==> config.mk <==
export PLATFORM = sky130hd
export DESIGN_NAME = midi_rx_parser_flat
export DESIGN_NICKNAME = d
export VERILOG_FILES = /design/src/rtl/midi_pkg.sv /design/src/rtl/midi_rx_parser_if.sv /design/src/rtl/uart_rx_8n1.sv /design/src/rtl/midi_rx_parser.sv /design/src/flat_wrapper.sv
export SDC_FILE = /design/constraint.sdc
export NUM_CORES = 1
export LEC_CHECK = 0
export CAP_MARGIN = 20
export CELL_PAD_IN_SITES_DETAIL_PLACEMENT = 0
export CELL_PAD_IN_SITES_GLOBAL_PLACEMENT = 1
export CORE_MARGIN = 1
export CORE_UTILIZATION = 54
export DETAILED_ROUTE_END_ITERATION = 10
export GPL_ROUTABILITY_DRIVEN = 0
export HOLD_SLACK_MARGIN = 0.15
export PLACE_DENSITY = 0.95
export SLEW_MARGIN = 30
export SYNTH_ARGS = -nofsm -noshare
export SYNTH_HDL_FRONTEND = slang
export SYNTH_HIERARCHICAL = 1
export SYNTH_SLANG_ARGS = --single-unit
==> constraint.sdc <==
create_clock -name clk -period 5.7 [get_ports clk]
set_input_delay 1.71 -clock clk [delete_from_list [all_inputs] [get_ports clk]]
set_output_delay 1.71 -clock clk [all_outputs]
set_load 0.01 [all_outputs]
==> src/rtl/midi_pkg.sv <==
// Shared MIDI definitions.
// Holds the status-nibble constants, the width of one queued note event and
// the packed record that the parser writes into the event queue.
package midi_pkg;

  localparam logic [3:0] NOTE_OFF = 4'h8;
  localparam logic [3:0] NOTE_ON  = 4'h9;
  localparam logic [3:0] PROG     = 4'hC;
  localparam logic [3:0] CHPRES   = 4'hD;

  localparam int EVENT_W = 19;

  // MSB first: is_on, channel, velocity, note (1 + 4 + 7 + 7 = EVENT_W bits)
  typedef struct packed {
    logic       is_on;
    logic [3:0] channel;
    logic [6:0] velocity;
    logic [6:0] note;
  } midi_event_t;

  // Program change and channel pressure carry a single data byte.
  function automatic logic is_single_data(input logic [3:0] status_hi);
    return (status_hi == PROG) || (status_hi == CHPRES);
  endfunction

endpackage

==> src/rtl/midi_rx_parser_if.sv <==
// Note-event stream from the parser's queue to its consumer.
// Handshake: the producer raises ev_valid while the queue head is valid and
// keeps every head field stable until the cycle in which ev_valid and
// ev_ready are both high; that cycle transfers the head. ev_ready may be
// driven freely by the consumer and has no effect while ev_valid is low.
//   ev_valid    : head holds an event
//   ev_ready    : consumer accepts the head
//   ev_note     : key number
//   ev_velocity : velocity
//   ev_channel  : MIDI channel
//   ev_is_on    : 1 = note-on, 0 = note-off
interface midi_rx_parser_if;
  logic       ev_valid;
  logic       ev_ready;
  logic [6:0] ev_note;
  logic [6:0] ev_velocity;
  logic [3:0] ev_channel;
  logic       ev_is_on;

  modport master (output ev_valid, ev_note, ev_velocity, ev_channel, ev_is_on,
                  input  ev_ready);
  modport slave  (input  ev_valid, ev_note, ev_velocity, ev_channel, ev_is_on,
                  output ev_ready);
endinterface

==> src/rtl/uart_rx_8n1.sv <==
// 8N1 serial byte receiver with a 2-flop input synchronizer.
//   clk, reset    : clock, asynchronous active-high reset
//   rx            : raw serial line, idle high, LSB first
//   rx_byte       : last correctly framed byte
//   rx_ready      : one-cycle pulse per correctly framed byte
//   framing_error : one-cycle pulse when the stop bit samples 0
//   state_dbg     : receiver state (IDLE/START/DATA/STOP)
// BIT_TICKS is clock cycles per bit and must be at least 16.
module uart_rx_8n1 #(
  parameter int BIT_TICKS = 3200
) (
  input  logic       clk,
  input  logic       reset,
  input  logic       rx,
  output logic [7:0] rx_byte,
  output logic       rx_ready,
  output logic       framing_error,
  output logic [1:0] state_dbg
);
  localparam logic [1:0] S_IDLE  = 2'd0;
  localparam logic [1:0] S_START = 2'd1;
  localparam logic [1:0] S_DATA  = 2'd2;
  localparam logic [1:0] S_STOP  = 2'd3;

  localparam int             CW        = $clog2(BIT_TICKS);
  localparam logic [CW-1:0]  FULL_LOAD = CW'(BIT_TICKS - 1);
  localparam logic [CW-1:0]  HALF_LOAD = CW'(BIT_TICKS / 2 - 1);

  logic [1:0]    sync_q;
  logic          rx_s;
  logic [1:0]    state;
  logic [CW-1:0] cnt;
  logic [2:0]    bit_idx;
  logic [7:0]    shift;
  logic          wait_high;  // bad stop bit seen; hold off until the line idles

  assign rx_s      = sync_q[1];
  assign state_dbg = state;

  always_ff @(posedge clk or posedge reset) begin
    if (reset) begin
      sync_q        <= 2'b11;
      state         <= S_IDLE;
      cnt           <= '0;
      bit_idx       <= '0;
      shift         <= '0;
      wait_high     <= 1'b0;
      rx_byte       <= '0;
      rx_ready      <= 1'b0;
      framing_error <= 1'b0;
    end else begin
      sync_q        <= {sync_q[0], rx};
      rx_ready      <= 1'b0;
      framing_error <= 1'b0;
      case (state)
        S_IDLE: begin
          if (!rx_s) begin
            state <= S_START;
            cnt   <= HALF_LOAD;
          end
        end
        S_START: begin
          if (cnt != '0) begin
            cnt <= cnt - 1'b1;
          end else if (!rx_s) begin
            state   <= S_DATA;
            cnt     <= FULL_LOAD;
            bit_idx <= '0;
          end else begin
            state <= S_IDLE;  // start glitch, drop silently
          end
        end
        S_DATA: begin
          if (cnt != '0) begin
            cnt <= cnt - 1'b1;
          end else begin
            shift   <= {rx_s, shift[7:1]};
            cnt     <= FULL_LOAD;
            bit_idx <= bit_idx + 1'b1;
            if (bit_idx == 3'd7) state <= S_STOP;
          end
        end
        S_STOP: begin
          if (wait_high) begin
            if (rx_s) begin
              wait_high <= 1'b0;
              state     <= S_IDLE;
            end
          end else if (cnt != '0) begin
            cnt <= cnt - 1'b1;
          end else if (rx_s) begin
            rx_byte  <= shift;
            rx_ready <= 1'b1;
            state    <= S_IDLE;
          end else begin
            framing_error <= 1'b1;
            wait_high     <= 1'b1;
          end
        end
        default: state <= S_IDLE;
      endcase
    end
  end
endmodule

==> src/rtl/midi_rx_parser.sv <==
// MIDI input: serial receiver, channel-message parser and note-event queue.
//   clk, reset        : clock, asynchronous active-high reset
//   uart_rx           : MIDI serial line (8N1, idle high)
//   ev                : note-event stream (see midi_rx_parser_if)
//   overflow          : pulse when an event is dropped on a full queue
//   framing_error     : pulse when a stop bit samples 0
//   debug_uart_byte   : last correctly framed byte
//   debug_uart_ready  : pulse per correctly framed byte
//   debug_rx_state    : receiver state
//   debug_parse_state : parser state (WAIT_STATUS/DATA1/DATA2)
module midi_rx_parser
  import midi_pkg::*;
#(
  parameter int          CLOCK_FREQ   = 100_000_000,
  parameter int          BAUD_RATE    = 31250,
  parameter logic [15:0] CHANNEL_MASK = 16'hFFFF,
  parameter int          FIFO_DEPTH   = 4
) (
  input  logic                   clk,
  input  logic                   reset,
  input  logic                   uart_rx,
  midi_rx_parser_if.master       ev,
  output logic                   overflow,
  output logic                   framing_error,
  output logic [7:0]             debug_uart_byte,
  output logic                   debug_uart_ready,
  output logic [1:0]             debug_rx_state,
  output logic [1:0]             debug_parse_state
);
  localparam int BIT_TICKS = CLOCK_FREQ / BAUD_RATE;
  localparam int AW        = $clog2(FIFO_DEPTH);

  localparam logic [1:0] P_WAIT  = 2'd0;
  localparam logic [1:0] P_DATA1 = 2'd1;
  localparam logic [1:0] P_DATA2 = 2'd2;

  logic [7:0]  rx_byte;
  logic        rx_ready;
  logic [1:0]  pstate;
  logic [7:0]  running_status;  // 0 = no running status
  logic [3:0]  rs_hi;
  logic [6:0]  data1;
  logic        wr_en;
  midi_event_t wr_data;

  uart_rx_8n1 #(.BIT_TICKS(BIT_TICKS)) u_rx (
    .clk           (clk),
    .reset         (reset),
    .rx            (uart_rx),
    .rx_byte       (rx_byte),
    .rx_ready      (rx_ready),
    .framing_error (framing_error),
    .state_dbg     (debug_rx_state)
  );

  assign debug_uart_byte   = rx_byte;
  assign debug_uart_ready  = rx_ready;
  assign debug_parse_state = pstate;
  assign rs_hi             = running_status[7:4];

  always_ff @(posedge clk or posedge reset) begin
    if (reset) begin
      pstate         <= P_WAIT;
      running_status <= '0;
      data1          <= '0;
      wr_en          <= 1'b0;
      wr_data        <= '0;
    end else begin
      wr_en <= 1'b0;
      if (rx_ready && rx_byte < 8'hF8) begin  // real-time bytes fall through untouched
        if (rx_byte[7]) begin
          running_status <= (rx_byte < 8'hF0) ? rx_byte : 8'h00;
          pstate         <= (rx_byte < 8'hF0) ? P_DATA1 : P_WAIT;
        end else if (pstate == P_DATA2) begin
          pstate <= P_WAIT;
          if ((rs_hi == NOTE_OFF || rs_hi == NOTE_ON) &&
              CHANNEL_MASK[running_status[3:0]]) begin
            wr_en            <= 1'b1;
            wr_data.is_on    <= (rs_hi == NOTE_ON) && (rx_byte[6:0] != 7'd0);
            wr_data.channel  <= running_status[3:0];
            wr_data.velocity <= rx_byte[6:0];
            wr_data.note     <= data1;
          end
        end else if (pstate == P_DATA1 || running_status != 8'h00) begin
          // First data byte, either explicit or under running status.
          data1  <= rx_byte[6:0];
          pstate <= is_single_data(rs_hi) ? P_WAIT : P_DATA2;
        end
      end
    end
  end

  // Event queue
  midi_event_t   mem [FIFO_DEPTH];
  midi_event_t   head;
  logic [AW-1:0] wr_ptr;
  logic [AW-1:0] rd_ptr;
  logic [AW:0]   count;
  logic          head_valid;
  logic          full;
  logic          pop;
  logic          push;

  assign head_valid = (count != '0);
  assign full       = (count == (AW+1)'(FIFO_DEPTH));
  assign pop        = head_valid && ev.ev_ready;
  assign push       = wr_en && (!full || pop);  // a same-cycle pop frees the slot
  assign head       = mem[rd_ptr];

  // Head fields are masked so they read 0 whenever the queue is empty.
  assign ev.ev_valid    = head_valid;
  assign ev.ev_note     = head_valid ? head.note     : '0;
  assign ev.ev_velocity = head_valid ? head.velocity : '0;
  assign ev.ev_channel  = head_valid ? head.channel  : '0;
  assign ev.ev_is_on    = head_valid && head.is_on;

  always_ff @(posedge clk) begin
    if (push) mem[wr_ptr] <= wr_data;
  end

  always_ff @(posedge clk or posedge reset) begin
    if (reset) begin
      wr_ptr   <= '0;
      rd_ptr   <= '0;
      count    <= '0;
      overflow <= 1'b0;
    end else begin
      overflow <= wr_en && full && !pop;
      if (push) wr_ptr <= wr_ptr + 1'b1;
      if (pop)  rd_ptr <= rd_ptr + 1'b1;
      case ({push, pop})
        2'b10:   count <= count + 1'b1;
        2'b01:   count <= count - 1'b1;
        default: count <= count;
      endcase
    end
  end
endmodule

==> src/flat_wrapper.sv <==
// flat-port wrapper written by rule: the top's interface ports become plain ports
module midi_rx_parser_flat import midi_pkg::*;
#(
  parameter int          CLOCK_FREQ   = 100_000_000,
  parameter int          BAUD_RATE    = 31250,
  parameter logic [15:0] CHANNEL_MASK = 16'hFFFF,
  parameter int          FIFO_DEPTH   = 4
)
  (clk, reset, uart_rx, overflow, framing_error, debug_uart_byte, debug_uart_ready, debug_rx_state, debug_parse_state, ev_ev_valid, ev_ev_note, ev_ev_velocity, ev_ev_channel, ev_ev_is_on, ev_ev_ready);
  midi_rx_parser_if ev_i ();
  input  logic clk;
  input  logic reset;
  input  logic uart_rx;
  output logic overflow;
  output logic framing_error;
  output logic [7:0] debug_uart_byte;
  output logic debug_uart_ready;
  output logic [1:0] debug_rx_state;
  output logic [1:0] debug_parse_state;
  output wire logic [$bits(ev_i.ev_valid)-1:0] ev_ev_valid;
  output wire logic [$bits(ev_i.ev_note)-1:0] ev_ev_note;
  output wire logic [$bits(ev_i.ev_velocity)-1:0] ev_ev_velocity;
  output wire logic [$bits(ev_i.ev_channel)-1:0] ev_ev_channel;
  output wire logic [$bits(ev_i.ev_is_on)-1:0] ev_ev_is_on;
  input wire logic [$bits(ev_i.ev_ready)-1:0] ev_ev_ready;
  assign ev_ev_valid = ev_i.ev_valid;
  assign ev_ev_note = ev_i.ev_note;
  assign ev_ev_velocity = ev_i.ev_velocity;
  assign ev_ev_channel = ev_i.ev_channel;
  assign ev_ev_is_on = ev_i.ev_is_on;
  assign ev_i.ev_ready = ev_ev_ready;
  midi_rx_parser #(.CLOCK_FREQ(CLOCK_FREQ), .BAUD_RATE(BAUD_RATE), .CHANNEL_MASK(CHANNEL_MASK), .FIFO_DEPTH(FIFO_DEPTH)) u_core (.clk(clk), .reset(reset), .uart_rx(uart_rx), .ev(ev_i), .overflow(overflow), .framing_error(framing_error), .debug_uart_byte(debug_uart_byte), .debug_uart_ready(debug_uart_ready), .debug_rx_state(debug_rx_state), .debug_parse_state(debug_parse_state));
endmodule
==> results of run 1 <==
[layout by cell type, fill, tap and decap left out, drive strengths merged, types with 3 or more instances in the layout]
cell type | Yosys | routed
o21a | 3 | 3
and2 | 24 | 24
inv | 17 | 18
or4 | 4 | 4
ha | 13 | 13
buf | 7 | 3
a2bb2oi | 3 | 3
nor3 | 9 | 9
o211ai | 10 | 10
clkbuf | 8 | 18
a21o | 3 | 3
or3 | 3 | 3
o21ai | 15 | 15
a41oi | 3 | 3
a22o | 14 | 14
a31oi | 4 | 4
clkinv | 0 | 11
edfxtp | 76 | 76
xnor2 | 4 | 4
mux2 | 45 | 45
clkdlybuf4s50 | 0 | 38
nand4 | 7 | 7
nor2 | 12 | 12
mux4 | 19 | 19
nor2b | 4 | 4
nand2b | 5 | 5
nor4 | 7 | 7
a21oi | 7 | 7
nand3 | 8 | 8
nand2 | 15 | 15
dfrtp | 81 | 81
[worst max-delay path: stages, from the launching register on]
cell and delay (ns):
dfrtp_1 0.94, mux4_2 0.43, and2_1 0.18, clkdlybuf4s50_1 0.48
[layout make-up]
class	instances	share of cell area, %
repair buffers	41	5.01
clock buffers	18	5.34
inverters	17	0.809
clock inverters	14	0.933
multi-input cells	271	31.0
well taps	172	2.68
flip-flops and latches	159	54.2
[state kept, by name, indices dropped and copies added, names as in the netlist, named ones only]
signal	flops
u_core/data1	7
u_core/u_rx/bit_idx	3
u_core/u_rx/wait_high	1
u_core/debug_parse_state	2
u_core/wr_ptr	2
u_core/count	3
u_core/wr_en	1
u_core/u_rx/cnt	12
u_core/rd_ptr	2
u_core/u_rx/sync_q	2
u_core/u_rx/rx_ready	1
u_core/running_status	8
u_core/u_rx/shift	8
u_core/mem	76
u_core/u_rx/state_dbg	1
u_core/u_rx/rx_byte	8
u_core/u_rx/framing_error	1
u_core/overflow	1
u_core/wr_data	19
[power by group]
part / leakage, nW / switching, mW / internal, mW / total [mW]
clock: 0.245 / 0.423 / 0.545 / 0.968
combinational: 1.23 / 0.123 / 0.107 / 0.231
sequential: 1.99 / 0.0459 / 1.21 / 1.26
total: 3.46 / 0.592 / 1.87 / 2.46
[worst min path at each step]
stage	startpoint	end	slack, ns
after floorplan	u_core/u_rx/sync_q[0]	u_core/u_rx/sync_q[1]	0.35
after global placement	u_core/u_rx/sync_q[0]	u_core/u_rx/sync_q[1]	0.35
after detailed placement	u_core/u_rx/sync_q[0]	u_core/u_rx/sync_q[1]	0.35
after CTS	u_core/u_rx/sync_q[0]	u_core/u_rx/sync_q[1]	0.36
after global routing	u_core/u_rx/sync_q[0]	u_core/u_rx/sync_q[1]	0.36
final	u_core/u_rx/sync_q[0]	u_core/u_rx/sync_q[1]	0.36
[stage by stage]
| stage | power, mW | instances | hold slack [ns] | instance area (µm²) | worst slack, ns |
|---|---|---|---|---|---|
| after floorplan | 1.46 | 462 | 0.345 | 6990 | 2.62 |
| after global placement | 1.50 | 660 | 0.346 | 7530 | 1.95 |
| after detailed placement | 1.52 | 660 | 0.349 | 7530 | 1.83 |
| after CTS | 2.48 | 692 | 0.357 | 8040 | 1.49 |
| after global routing | 2.55 | 692 | 0.358 | 8040 | 1.44 |
| final | 2.46 | 692 | 0.356 | 8040 | 1.54 |
[layer usage]
metal  vias to the layer above  part of all wire [%]
li1                       1876                     -
met1                      2079                    42
met2                       104                    51
met3                        19                   4.5
met4                         0                   2.1
met5                         -                     0
[cells by family after synthesis]
logic type      Yosys count  synth area share (%)
xor+xnor                  5                 0.627
buf+inv                  32                  1.93
simple gates            110                  10.3
mux                      66                  14.0
fa+ha+maj                14                  2.61
flops                   159                  62.4
compound gates           76                  8.09
==> results by group, run 1 <==
Status
  • Outcome: completed

Logic synthesis
  • Synth top cells by count: 81 x dfrtp_1, 76 x edfxtp_1, 30 x mux2_2, 24 x and2_1, 19 x mux4_2
  • Cells after synthesis: 462
  • Most common cell in the synthesized netlist: dfrtp_1
  • Net Count, Synth: 480
  • Area contributors post-synth: edfxtp_1 33%, dfrtp_1 29%, mux4_2 6.1%
  • #FFs+latches synth: 159
  • Synth unique cells: 67
  • Yosys top cell by area: edfxtp_1
  • Ys flop type: dfrtp_1
  • Synthesis Warnings: 6
  • Synthesized area: 6990 µm²
  • Average size of a mapped cell: 15.1 µm²
  • Ys async rst share: 52.2%
  • Register area share after synthesis: 62.4%
  • Share of the synthesized area in the top cell type: 32.7%
  • Number of synthesized flops with an enable pin: 76

Die
  • Die Area: 13400 µm²
  • Top Ports: 39
  • Core ar.: 12600 µm²
  • Overall die width: 116 µm
  • Die H: 116 µm
  • Initial core utilization: 55.4%
  • Core Rows: 41

Timing
  • RSZ-0062 raised after global routing: false
  • Final worst path period share: 73.0%
  • FMAX: 240 MHz
  • Layout Skew: 0.0105 ns
  • Measured slew at the worst slew-check pin: 0.959 ns
  • Fin. max-slew vios: 0
  • Final setup vio count: 0
  • Final Hold Vio Count: 0
  • Crit path time final: 4.16 ns
  • Setup TNS: 0 ns
  • Max_slew headroom: 36.1%

Layout
  • Final Core Density: 63.7%
  • Total area of sequential cells: 4360 µm²
  • Ant. Diodes: 0
  • Area growth syn-to-layout: 15.1%
  • # fillers: 924
  • Multi-input logic area: 2490 µm²
  • Proportion of layout cells with a drive suffix above 1: 20.8%
  • Nets: 525

Setup path
  • Worst R2R Path Depth: 6
  • Flop-to-flop setup slack: 3.29 ns
  • Crit-path max FO: 20
  • Crit path capture type: output pin
  • RR Startpoint: u_core/u_rx/cnt[0]
  • Nature of the critical path startpoint: flop
  • Critical Path Sink: ev_ev_channel[0]
  • Critical Path Source: u_core/rd_ptr[1]
  • WS Path Type: reg -> out
  • Worst r2r dst: u_core/u_rx/cnt[1]
  • Critical Path RT: 3.99 ns
  • Critical path arrival: 2.45 ns

Placed design
  • Input/output buffers: 38
  • DP Wirelength: 8.75 mm

CTS
  • Worst-path clk slew: 0.06 ns
  • Root cell of the clock tree: clkbuf_16
  • Setup bufs post-CTS: 0
  • Max clock buf depth: 2
  • Clk Latency, worst-skew pair: 0.42 ns
  • Hold bufs inserted after CTS: 0
  • CTS tree: yes
  • Inserted Clock Buffers: 17
  • Post-cts sizing count: 0
  • Clock sinks: 159
  • Depth of the CTS H-tree: 4

Global routing
  • M1 GR Usage: 27.7%
  • Overflow left after global routing: 0
  • Largest net degree at the start of global routing: 46
  • Grt met3 use: 3.97%
  • First-pass GRT wire length: 21.3 mm
  • GR Util met2: 35.6%
  • Vias in the first global route: 4090
  • All-Layer GR Usage: 21.5%
  • Global route hottest layer: met2
  • Initial antenna violation count: 0

Route
  • Pre-antenna DRT Iters: 4
  • # DRC: 0
  • DR vias/cell: 5.89
  • Initial DRC count: 324
  • Antenna-violating nets left: 0
  • Total wire length: 13.1 mm
  • Via count: 4078
  • Routed WL per cell: 18.9 µm

Flow run
  • Max-Cap Viols: 0

Power and ir drop
  • PwrDens: 306 nW/µm²
  • Peak VDD IR: 0.000210 V
  • Pleak: 3.46 nW

Min path
  • Worst hold-check path type: reg -> reg
  • Hold depth: 0
(Power assumes the default switching activity.)
==> run 2: changes to the inputs <==
- CORE_UTILIZATION: 54 -> 50
- PLACE_DENSITY: 0.95 -> 0.9
- clock period: 5.7 -> 4.33 ns (I/O delays scaled with it)
==> run 2 against run 1 <==
  * Global-route usage fell by 1.9 points
  * Total power rose by 35%
  * Cell count rose by 0.72%
  * Cell area rose by 0.81%
  * Clock skew fell by 0.0025 ns
  * Worst setup slack got worse by 0.91 ns
  * Sequential cell count did not move
  * Utilization fell by 3.5 points
  * Via count fell by 0.56%
  * Critical endpoint is now ev_ev_channel[3]
  * Largest cell class unchanged
==> results by group, run 2 (synthesis gave the netlist of run 1 again) <==
Layout
  • Proportion of layout cells with a drive suffix above 1: 21.7% (+0.92 points)
  • Final Core Density: 60.3% (-3.5 points)
  • Commonest cells after routing, fill and taps aside: 81 x dfrtp_1, 76 x edfxtp_1, 38 x clkdlybuf4s50_1
  • Final instance count without filler cells: 697 (+0.72%)
  • Ant. Diodes: 0 (unchanged)
  • Largest register FFs: 76 (unchanged)
  • Most common cell after layout, fill and taps aside: dfrtp_1
  • Largest regs: u_core/mem: 76 flops, u_core/wr_data: 19 flops, u_core/u_rx/cnt: 12 flops
  • Area growth syn-to-layout: 16.0%
  • Biggest register: u_core/mem
  • Nets: 526 (+0.19%)

CTS
  • Max clock buf depth: 2 (unchanged)
  • Hold bufs inserted after CTS: 0 (unchanged)
  • Clock sinks: 159 (unchanged)
  • Setup bufs post-CTS: 0 (unchanged)
  • Depth of the CTS H-tree: 4 (unchanged)
  • Post-cts sizing count: 0 (unchanged)
  • Inserted Clock Buffers: 17 (unchanged)
  • Worst-path clk slew: 0.06 ns (about the same)
  • CTS tree: yes
  • Root cell of the clock tree: clkbuf_16
  • Clk Latency, worst-skew pair: 0.42 ns (about the same)

Timing
  • Fin. max-slew vios: 0 (unchanged)
  • Setup TNS: 0 ns (unchanged)
  • Final setup vio count: 0 (unchanged)
  • Layout Skew: 0.00808 ns (-0.00246 ns)
  • FMAX: 270 MHz
  • Crit path time final: 3.70 ns
  • RSZ-0062 raised after global routing: false
  • Final Hold Vio Count: 0 (unchanged)
  • Measured slew at the worst slew-check pin: 0.944 ns (-0.0146 ns)
  • Final hold slack: 0.358 ns (+0.00231 ns)
  • Max_slew headroom: 37.0% (+0.97 points)
  • Final worst path period share: 85.4%

Die
  • Core ar.: 13500 µm² (+6.6%)
  • Initial core utilization: 51.9% (-3.4 points)
  • Die Area: 14500 µm² (+7.9%)
  • Overall die width: 120 µm (+3.9%)
  • Die H: 120 µm (+3.9%)
  • Core Rows: 42 (+2.4%)
  • Top Ports: 39 (unchanged)

Route
  • Via count: 4055 (-0.56%)
  • Antenna-violating nets left: 0 (unchanged)
  • Total wire length: 12.9 mm (-1.7%)
  • DR vias/cell: 5.82 (-1.3%)
  • # DRC: 0 (unchanged)
  • Pre-antenna DRT Iters: 4 (unchanged)
  • Routed WL per cell: 18.5 µm (-2.4%)
  • Initial DRC count: 301 (-7.1%)

Global routing
  • Overflow left after global routing: 0 (unchanged)
  • Largest net degree at the start of global routing: 46 (unchanged)
  • First-pass GRT wire length: 21.5 mm (+0.87%)
  • All-Layer GR Usage: 19.6% (-1.9 points)
  • Initial antenna violation count: 0 (unchanged)
  • Vias in the first global route: 4150 (+1.5%)

Power and ir drop
  • Overall power: 3.33 mW (+35%)
  • Peak VDD IR: 0.000206 V (-2.1%)
  • Pleak: 3.49 nW (+0.78%)
  • PwrDens: 411 nW/µm² (+34%)

Placed design
  • Placed Cells: 665 (+0.76%)
  • Input/output buffers: 38 (unchanged)
  • DP Wirelength: 8.42 mm (-3.7%)

Setup path
  • Crit-path max FO: 20 (unchanged)
  • Nature of the critical path startpoint: flop
  • Critical path arrival: 2.40 ns (-0.05 ns)
  • Crit path capture type: output pin
  • Critical Path RT: 3.03 ns (-0.96 ns)
  • WS Path Type: reg -> out

Flow run
  • Max-Cap Viols: 0 (unchanged)

Min path
  • Worst hold-check path type: reg -> reg

Status
  • Outcome: completed
## run 2: cell type report
type	count	area, µm²
Fill cell	1028	5350
Sequential cell	159	4360
Multi-Input combinational cell	271	2500
Clock buffer	20	437
Timing Repair Buffer	42	414
Tap cell	176	220
Clock inverter	12	110
Inverter	17	65.1
## run 2: power breakdown
group	switching, mW	internal (mW)	leakage [nW]
combinational	0.155	0.140	1.24
sequential	0.0570	1.60	1.99
clock	0.584	0.795	0.265
## run 2: final timing paths
| check | endpoint | cells after the start | from | slack (ns) |
|---|---|---|---|---|
| setup reg to reg | u_core/u_rx/cnt[0] | 6 | u_core/u_rx/cnt[0] | 1.90 |
| hold / removal | u_core/u_rx/sync_q[1] | 0 | u_core/u_rx/sync_q[0] | 0.36 |
| min in group asynchronous | u_core/wr_data[3] | 2 | reset | 1.37 |
| hold reg to reg | u_core/u_rx/sync_q[1] | 0 | u_core/u_rx/sync_q[0] | 0.36 |
| setup / recovery | ev_ev_channel[3] | 3 | u_core/rd_ptr[1] | 0.63 |
| max in group asynchronous | u_core/count[1] | 2 | reset | 2.48 |
## run 2: layer usage
metal  GRT usage, %  vias to the layer above  routed length [µm]
li1               -                     1867                   -
met1           25.7                     2063                5600
met2           32.7                      107                6540
met3           4.25                       18                 561
met4           6.48                        0                 182
met5              0                        -                   0
## run 2: critical path, cell delays in order, from the launching register on
cell	delay [ns]
dfrtp_1	0.91
mux4_2	0.43
and2_1	0.18
clkdlybuf4s50_1	0.47
## run 2: through the flow
step	setup WS [ns]	instance area (µm²)
after floorplan	1.66	6990
after global placement	0.959	7540
after detailed placement	0.909	7550
after CTS	0.578	8100
after global routing	0.510	8110
final	0.631	8110
==> variant 1, RTL diff (flow settings as in run 2) <==
`CLOCK_FREQ` is set to 100_000_000 in 2 places; all go to 25_000_000.
--- a/src/rtl/midi_rx_parser.sv
+++ b/src/rtl/midi_rx_parser.sv
@@ -12,5 +12,5 @@
   import midi_pkg::*;
 #(
-  parameter int          CLOCK_FREQ   = 100_000_000,
+  parameter int          CLOCK_FREQ   = 25_000_000,
   parameter int          BAUD_RATE    = 31250,
   parameter logic [15:0] CHANNEL_MASK = 16'hFFFF,
--- a/src/flat_wrapper.sv
+++ b/src/flat_wrapper.sv
@@ -2,5 +2,5 @@
 module midi_rx_parser_flat import midi_pkg::*;
 #(
-  parameter int          CLOCK_FREQ   = 100_000_000,
+  parameter int          CLOCK_FREQ   = 25_000_000,
   parameter int          BAUD_RATE    = 31250,
   parameter logic [15:0] CHANNEL_MASK = 16'hFFFF,
Check against the original RTL: no difference found for any inputs over 10 cycles, from zero or initial values and one cycle with reset high; that may be too few to reach the edited logic, so the function may still have changed.
==> variant 1 against run 2 <==
  * Wire length down 3.6%
  * Non-clock buffer count up 2
  * Via count down 3.0%
  * Sequential cell count down 2
  * Synthesized area down 2.7%
  * Critical path depth unchanged
  * Setup slack worse by 0.027 ns
  * Cell area down 1.5%
  * Register-to-register slack better by 0.14 ns
  * Total power up 2.5%
  * Sequential share of layout area up 0.21 points
  * Utilization about the same
  * Global-route usage up 0.19 points
  * Highest routed layer unchanged
==> variant 1: results (changes against run 2) <==
- The flow ran to the end, and the final reports show no timing, DRC or antenna violations.
- The master of the slowest instance on the critical path is sky130_fd_sc_hd__dfrtp_1.
- The length of the first detailed-routing pass in iterations is 5 (+1).
- The leading register cell type out of synthesis is sky130_fd_sc_hd__dfrtp_1.
- The worst setup slack before clock tree synthesis is 0.9005 ns (-0.008491 ns).
- The number of buffers inserted to repair setup after CTS came to 0 (unchanged).
- The share of flip-flops with an asynchronous set or reset after synthesis was 0.5159 (-0.006089).
- The clock slew at the register clock pins of the worst setup and hold paths came to 0.06 ns (about the same).
- The half-perimeter wire length after detailed placement was 7.879 mm (-6.4%).
- The worst hold path belongs to the class reg2reg.
- The gate count of the mapped netlist is 462 (unchanged).
- The fraction of layout instances using a drive strength above 1 is 0.1908 (-0.02605).
- The worst-path maximum fanout came to 20 (unchanged).
- The number of placed instances with taps included is 668 (+0.45%).
- The worst-skew pair later-pin latency is 0.41 ns.
- The commonest cells after synthesis are sky130_fd_sc_hd__dfrtp_1 (79), sky130_fd_sc_hd__edfxtp_1 (76), sky130_fd_sc_hd__nand2_1 (44).
- The post-cts repair resize count was 0 (unchanged).
- The wire length per cell after detailed routing is 17.74 um (-4.0%).
- The post-route clock skew is 0.006595 ns (-0.001484 ns).
- The total CTS buffers is 17 (unchanged).
- The number of global-route vias before repair is 4109 (-0.99%).
- The net count of the finished layout is 529 (+0.57%).
- The largest net degree at the start of global routing is 46 (unchanged).
- The delay contributed by the slowest stage of the critical path is 0.92 ns.
- The number of flops mapped to enable cells by yosys is 76 (unchanged).
- The H-tree depth reported by CTS is 4 (unchanged).
- The overall global routing resource usage was 0.1981 (+0.001922).
- The synthesized net count was 480 (unchanged).
- In the post-synthesis netlist, the biggest area contributors are sky130_fd_sc_hd__edfxtp_1 (34%), sky130_fd_sc_hd__dfrtp_1 (29%), sky130_fd_sc_hd__mux4_2 (6.3%).
- The number of unique standard cell types used by synthesis came to 61 (-9.0%).
- The count of buffers inserted at the top-level ports is 38 (unchanged).
- The worst vdd rail ir drop is 0.2674 mV (+30%).
- The antenna diode count was 0 (unchanged).
- The number of DRC markers in iteration 0 is 302 (+0.33%).
- The sequential-to-total area share from yosys stat came to 0.6343 (+0.01010).
- Clock tree synthesis selected as its root buffer the cell sky130_fd_sc_hd__clkbuf_16.
- The number of antenna violations at the first check in global routing is 0 (unchanged).
- The cell area after layout is 0.007984 mm^2 (-1.5%).
- The post-detailed-route via-to-cell ratio is 5.620 (-3.4%).
- The wire length of the first global-routing pass is 21.42 mm (-0.29%).
- The routed via count is 3934 (-3.0%).
- The area of placed instances is 0.007382 mm^2 (-2.2%).
- The count of yosys warnings during synthesis is 6 (unchanged).
- The final hold violation count is 0 (unchanged).
- The leakage power came to 0.003513 uW (+0.73%).
- The max-slew headroom at the worst pin came to 0.3898 (+0.01938).
- The number of fillers in the final layout came to 1011 (-1.7%).
- The largest registers in the layout are u_core/mem (76), u_core/wr_data (19), u_core/u_rx/cnt (10).
- The family with the most delay on the worst path is flip-flops.
- The number of buffers on the longest clock path is 2 (unchanged).
[variant 1: cell count changes after synthesis, moves of 3 or more]
cell / before / now
sky130_fd_sc_hd__a21oi_1: 6 / 15
sky130_fd_sc_hd__a22o_1: 14 / 10
sky130_fd_sc_hd__a41oi_1: 3 / 0
sky130_fd_sc_hd__mux2_2: 30 / 11
sky130_fd_sc_hd__mux2_4: 7 / 15
sky130_fd_sc_hd__nand2_1: 14 / 44
sky130_fd_sc_hd__nand4_1: 7 / 2
sky130_fd_sc_hd__nor2_1: 12 / 17
sky130_fd_sc_hd__nor3_1: 8 / 5
sky130_fd_sc_hd__o211ai_1: 10 / 4
[variant 1: path summary, 6_finish.rpt]
check	start	end	slack, ns	depth (start not counted)
worst max-delay path	u_core/rd_ptr[1]	ev_ev_note[3]	0.60	3
worst min-delay path	u_core/u_rx/sync_q[0]	u_core/u_rx/sync_q[1]	0.36	0
worst max register to register	u_core/count[0]	u_core/count[1]	2.04	6
worst min register to register	u_core/u_rx/sync_q[0]	u_core/u_rx/sync_q[1]	0.36	0
max in group asynchronous	reset	u_core/data1[0]	2.50	2
min in group asynchronous	reset	u_core/u_rx/cnt[5]	1.36	3
[variant 1: routing by layer]
metal / global-route usage / wire length (um) / vias up
li1: - / - / 1818
met1: 0.2476 / 5286 / 2003
met2: 0.3264 / 6362 / 99
met3: 0.05309 / 584 / 14
met4: 0.08228 / 187 / 0
met5: 0 / 0 / -
[variant 1: kinds of logic (layout without fill, tap and decap cells)]
| kind of cell | count (synthesis) | in the layout | share of synthesized area |
|---|---|---|---|
| muxes | 53 | 53 | 0.1276 |
| DFF | 157 | 157 | 0.6343 |
| buffers and inverters | 30 | 92 | 0.01896 |
| AOI/OAI and AO/OA | 73 | 73 | 0.07657 |
| and+or+nand+nor | 130 | 130 | 0.1093 |
| xor gates and xnor gates | 5 | 5 | 0.006442 |
| adders and majority gates | 14 | 14 | 0.02687 |
[variant 1: power by group]
group / switching [uW] / leakage [uW] / internal [uW] / total (uW)
clock: 567 / 0.000290 / 904 / 1470
sequential: 60.0 / 0.00195 / 1580 / 1640
combinational: 161 / 0.00127 / 140 / 302
total: 788 / 0.00351 / 2620 / 3410
[variant 1: cell type report]
type	count	area share
repair buffers	44	0.05422
well taps	176	0.02758
clock inverters	11	0.01614
flip-flops and latches	157	0.5400
clock buffers	21	0.05908
multi-input cells	275	0.2953
inverters	16	0.007679
[variant 1: worst reg2reg max path, cell delays in order (launching register included)]
cell	delay, ns
sky130_fd_sc_hd__dfrtp_1	0.42
sky130_fd_sc_hd__or3_1	0.69
sky130_fd_sc_hd__nand2_1	0.19
sky130_fd_sc_hd__fa_1	0.45
sky130_fd_sc_hd__a211oi_1	0.19
sky130_fd_sc_hd__o21ai_0	0.12
sky130_fd_sc_hd__a2bb2oi_1	0.15
==> variant 2, RTL diff (config.mk and constraints of run 2) <==
Made on the original files. Make the reset (`reset`) synchronous in 3 clocked blocks. Comments in the files are not updated.
--- a/src/rtl/uart_rx_8n1.sv
+++ b/src/rtl/uart_rx_8n1.sv
@@ -38,5 +38,5 @@
   assign state_dbg = state;
 
-  always_ff @(posedge clk or posedge reset) begin
+  always_ff @(posedge clk) begin
     if (reset) begin
       sync_q        <= 2'b11;
--- a/src/rtl/midi_rx_parser.sv
+++ b/src/rtl/midi_rx_parser.sv
@@ -59,5 +59,5 @@
   assign rs_hi             = running_status[7:4];
 
-  always_ff @(posedge clk or posedge reset) begin
+  always_ff @(posedge clk) begin
     if (reset) begin
       pstate         <= P_WAIT;
@@ -119,5 +119,5 @@
   end
 
-  always_ff @(posedge clk or posedge reset) begin
+  always_ff @(posedge clk) begin
     if (reset) begin
       wr_ptr   <= '0;
Function: differs if reset is asserted again (counterexample within 4 cycles, from zero or initial values and one cycle with reset high); with reset held inactive, the same outputs for 10 cycles.
==> variant 2 against run 2 <==
  * Wire length fell by 1.0%
  * Critical endpoint is now ev_ev_velocity[5]
  * Setup slack improved by 0.060 ns
  * Combinational power rose by 14%
  * Critical path type unchanged
  * Count of clock-buffer cells in the layout fell by 2
  * Total power rose by 5.6%
  * Synthesized area fell by 3.3%
  * Sequential cell count rose by 2
  * Cell area fell by 2.8%
==> variant 2: results (changes against run 2) <==
- The post-detailed-route via-to-cell ratio was 5.572 (-4.2%).
- The fraction of standard cell area that is sequential is 0.5053 (-0.03265).
- Among cell families on the critical path, the largest total delay comes from buffers and inverters.
- The total met3 wirelength after detailed routing is 500 um (-11%).
- The half-perimeter wire length after detailed placement is 8.293 mm (-1.5%).
- The relative area of non-clock buffer cells in the final design is 0.05237 (+0.001292).
- The worst setup slack before clock tree synthesis is 0.7725 ns (-0.1365 ns).
- The gate count of the mapped netlist is 545 (+18%).
- After synthesis, the most frequently instantiated cells are sky130_fd_sc_hd__dfxtp_1 (85), sky130_fd_sc_hd__edfxtp_1 (76), sky130_fd_sc_hd__nor2_1 (71).
- Ranked by total cell area, the synthesized netlist is headed by sky130_fd_sc_hd__edfxtp_1 (34%), sky130_fd_sc_hd__dfxtp_1 (25%), sky130_fd_sc_hd__mux4_2 (6.3%).
- The post-route clock skew was 0.009892 ns (+0.001812 ns).
- The count of plain and timing-repair buffers was 43 (+2.4%).
- The clock buffer instance count of the final layout is 18 (-10%).
- The largest net degree at the start of global routing is 49 (+6.5%).
- The synthesized net count is 563 (+17%).
- The run finished with clean final reports.
- The share of the synthesized area in compound gates (AO/OA/AOI/OAI) was 0.08199 (+0.001060).
- The sequential cell area is 0.003984 mm^2 (-8.7%).
- The wire length per cell after detailed routing is 16.63 um (-10%).
- The area of placed instances is 0.007266 mm^2 (-3.8%).
- The worst-path maximum fanout is 19 (-5.0%).
- The wire length of the first global-routing pass was 21.04 mm (-2.1%).
- The overall global routing resource usage came to 0.1951 (-0.001109).
- The clock network area share was 0.07792 (+0.01049).
- The worst vdd rail ir drop is 0.2413 mV (+17%).
- The max-slew headroom at the worst pin was 0.4189 (+0.04846).
- The delay contributed by the slowest stage of the critical path is 0.55 ns (-0.36 ns).
- The final sequential cell count is 161 (+1.3%).
- The post-synthesis mux area share was 0.1151 (-0.02525).
- The sequential-to-total area share from yosys stat is 0.5893 (-0.03487).
- The tree is rooted in a sky130_fd_sc_hd__clkbuf_16.
- The fraction of layout instances using a drive strength above 1 came to 0.1371 (-0.07983).
- The leakage power is 0.002868 uW (-18%).
- The leading register cell type out of synthesis is sky130_fd_sc_hd__dfxtp_1.
- The number of global-route vias before repair is 4056 (-2.3%).
- The number of inverters outside the clock class in the layout was 12 (-5).
- The number of placed instances with taps included is 735 (+11%).
- The master of the slowest instance on the critical path is sky130_fd_sc_hd__mux4_2.
- The total length of routed wires is 12.75 mm (-1.0%).
- The area share of fa/ha/maj cells after synthesis is 0.02702 (+0.0008806).
- The fraction of synthesized cell area in xor and xnor cells is 0.007773 (+0.001507).
- The total number of multi-input combinational cells was 343 (+27%).
- The routing usage on met3 came to 0.04344 (+0.0009835).
- The share of flip-flops with an asynchronous set or reset after synthesis is 0 (-0.5220).
- The length of the first detailed-routing pass in iterations is 5 (+1).
- The routed length on met1 came to 5.637 mm (+0.68%).
- The number of DRC markers in iteration 0 is 250 (-17%).
==> variant 2: changes by cell type after synthesis, sizes merged, moves of 6 or more <==
| cell | change |
|---|---|
| and3 | +6 |
| mux2 | -45 |
| nand3 | +9 |
| nor2 | +59 |
| clkbuf | +12 |
| a21oi | +25 |
| dfxtp | +85 |
| dfrtp | -81 |
| a22oi | +8 |
| a22o | -14 |
| o211ai | -7 |
| nand2 | +7 |
| mux2i | +33 |
==> variant 2: final timing paths <==
kind / startpoint / endpoint / slack [ns] / depth (start not counted)
max: flop / ev_ev_velocity[5] / 0.69 / 4
min: u_core/u_rx/sync_q[0] / u_core/u_rx/sync_q[1] / 0.42 / 1
max reg2reg: u_core/count[0] / u_core/count[2] / 1.70 / 7
min reg2reg: u_core/u_rx/sync_q[0] / u_core/u_rx/sync_q[1] / 0.42 / 1
==> variant 2: report_power, final <==
part	leakage, uW	internal, uW	switching (uW)
clock	0.000304	901	624
sequential	0.00139	1610	46.0
combinational	0.00117	121	216
total	0.00287	2630	886
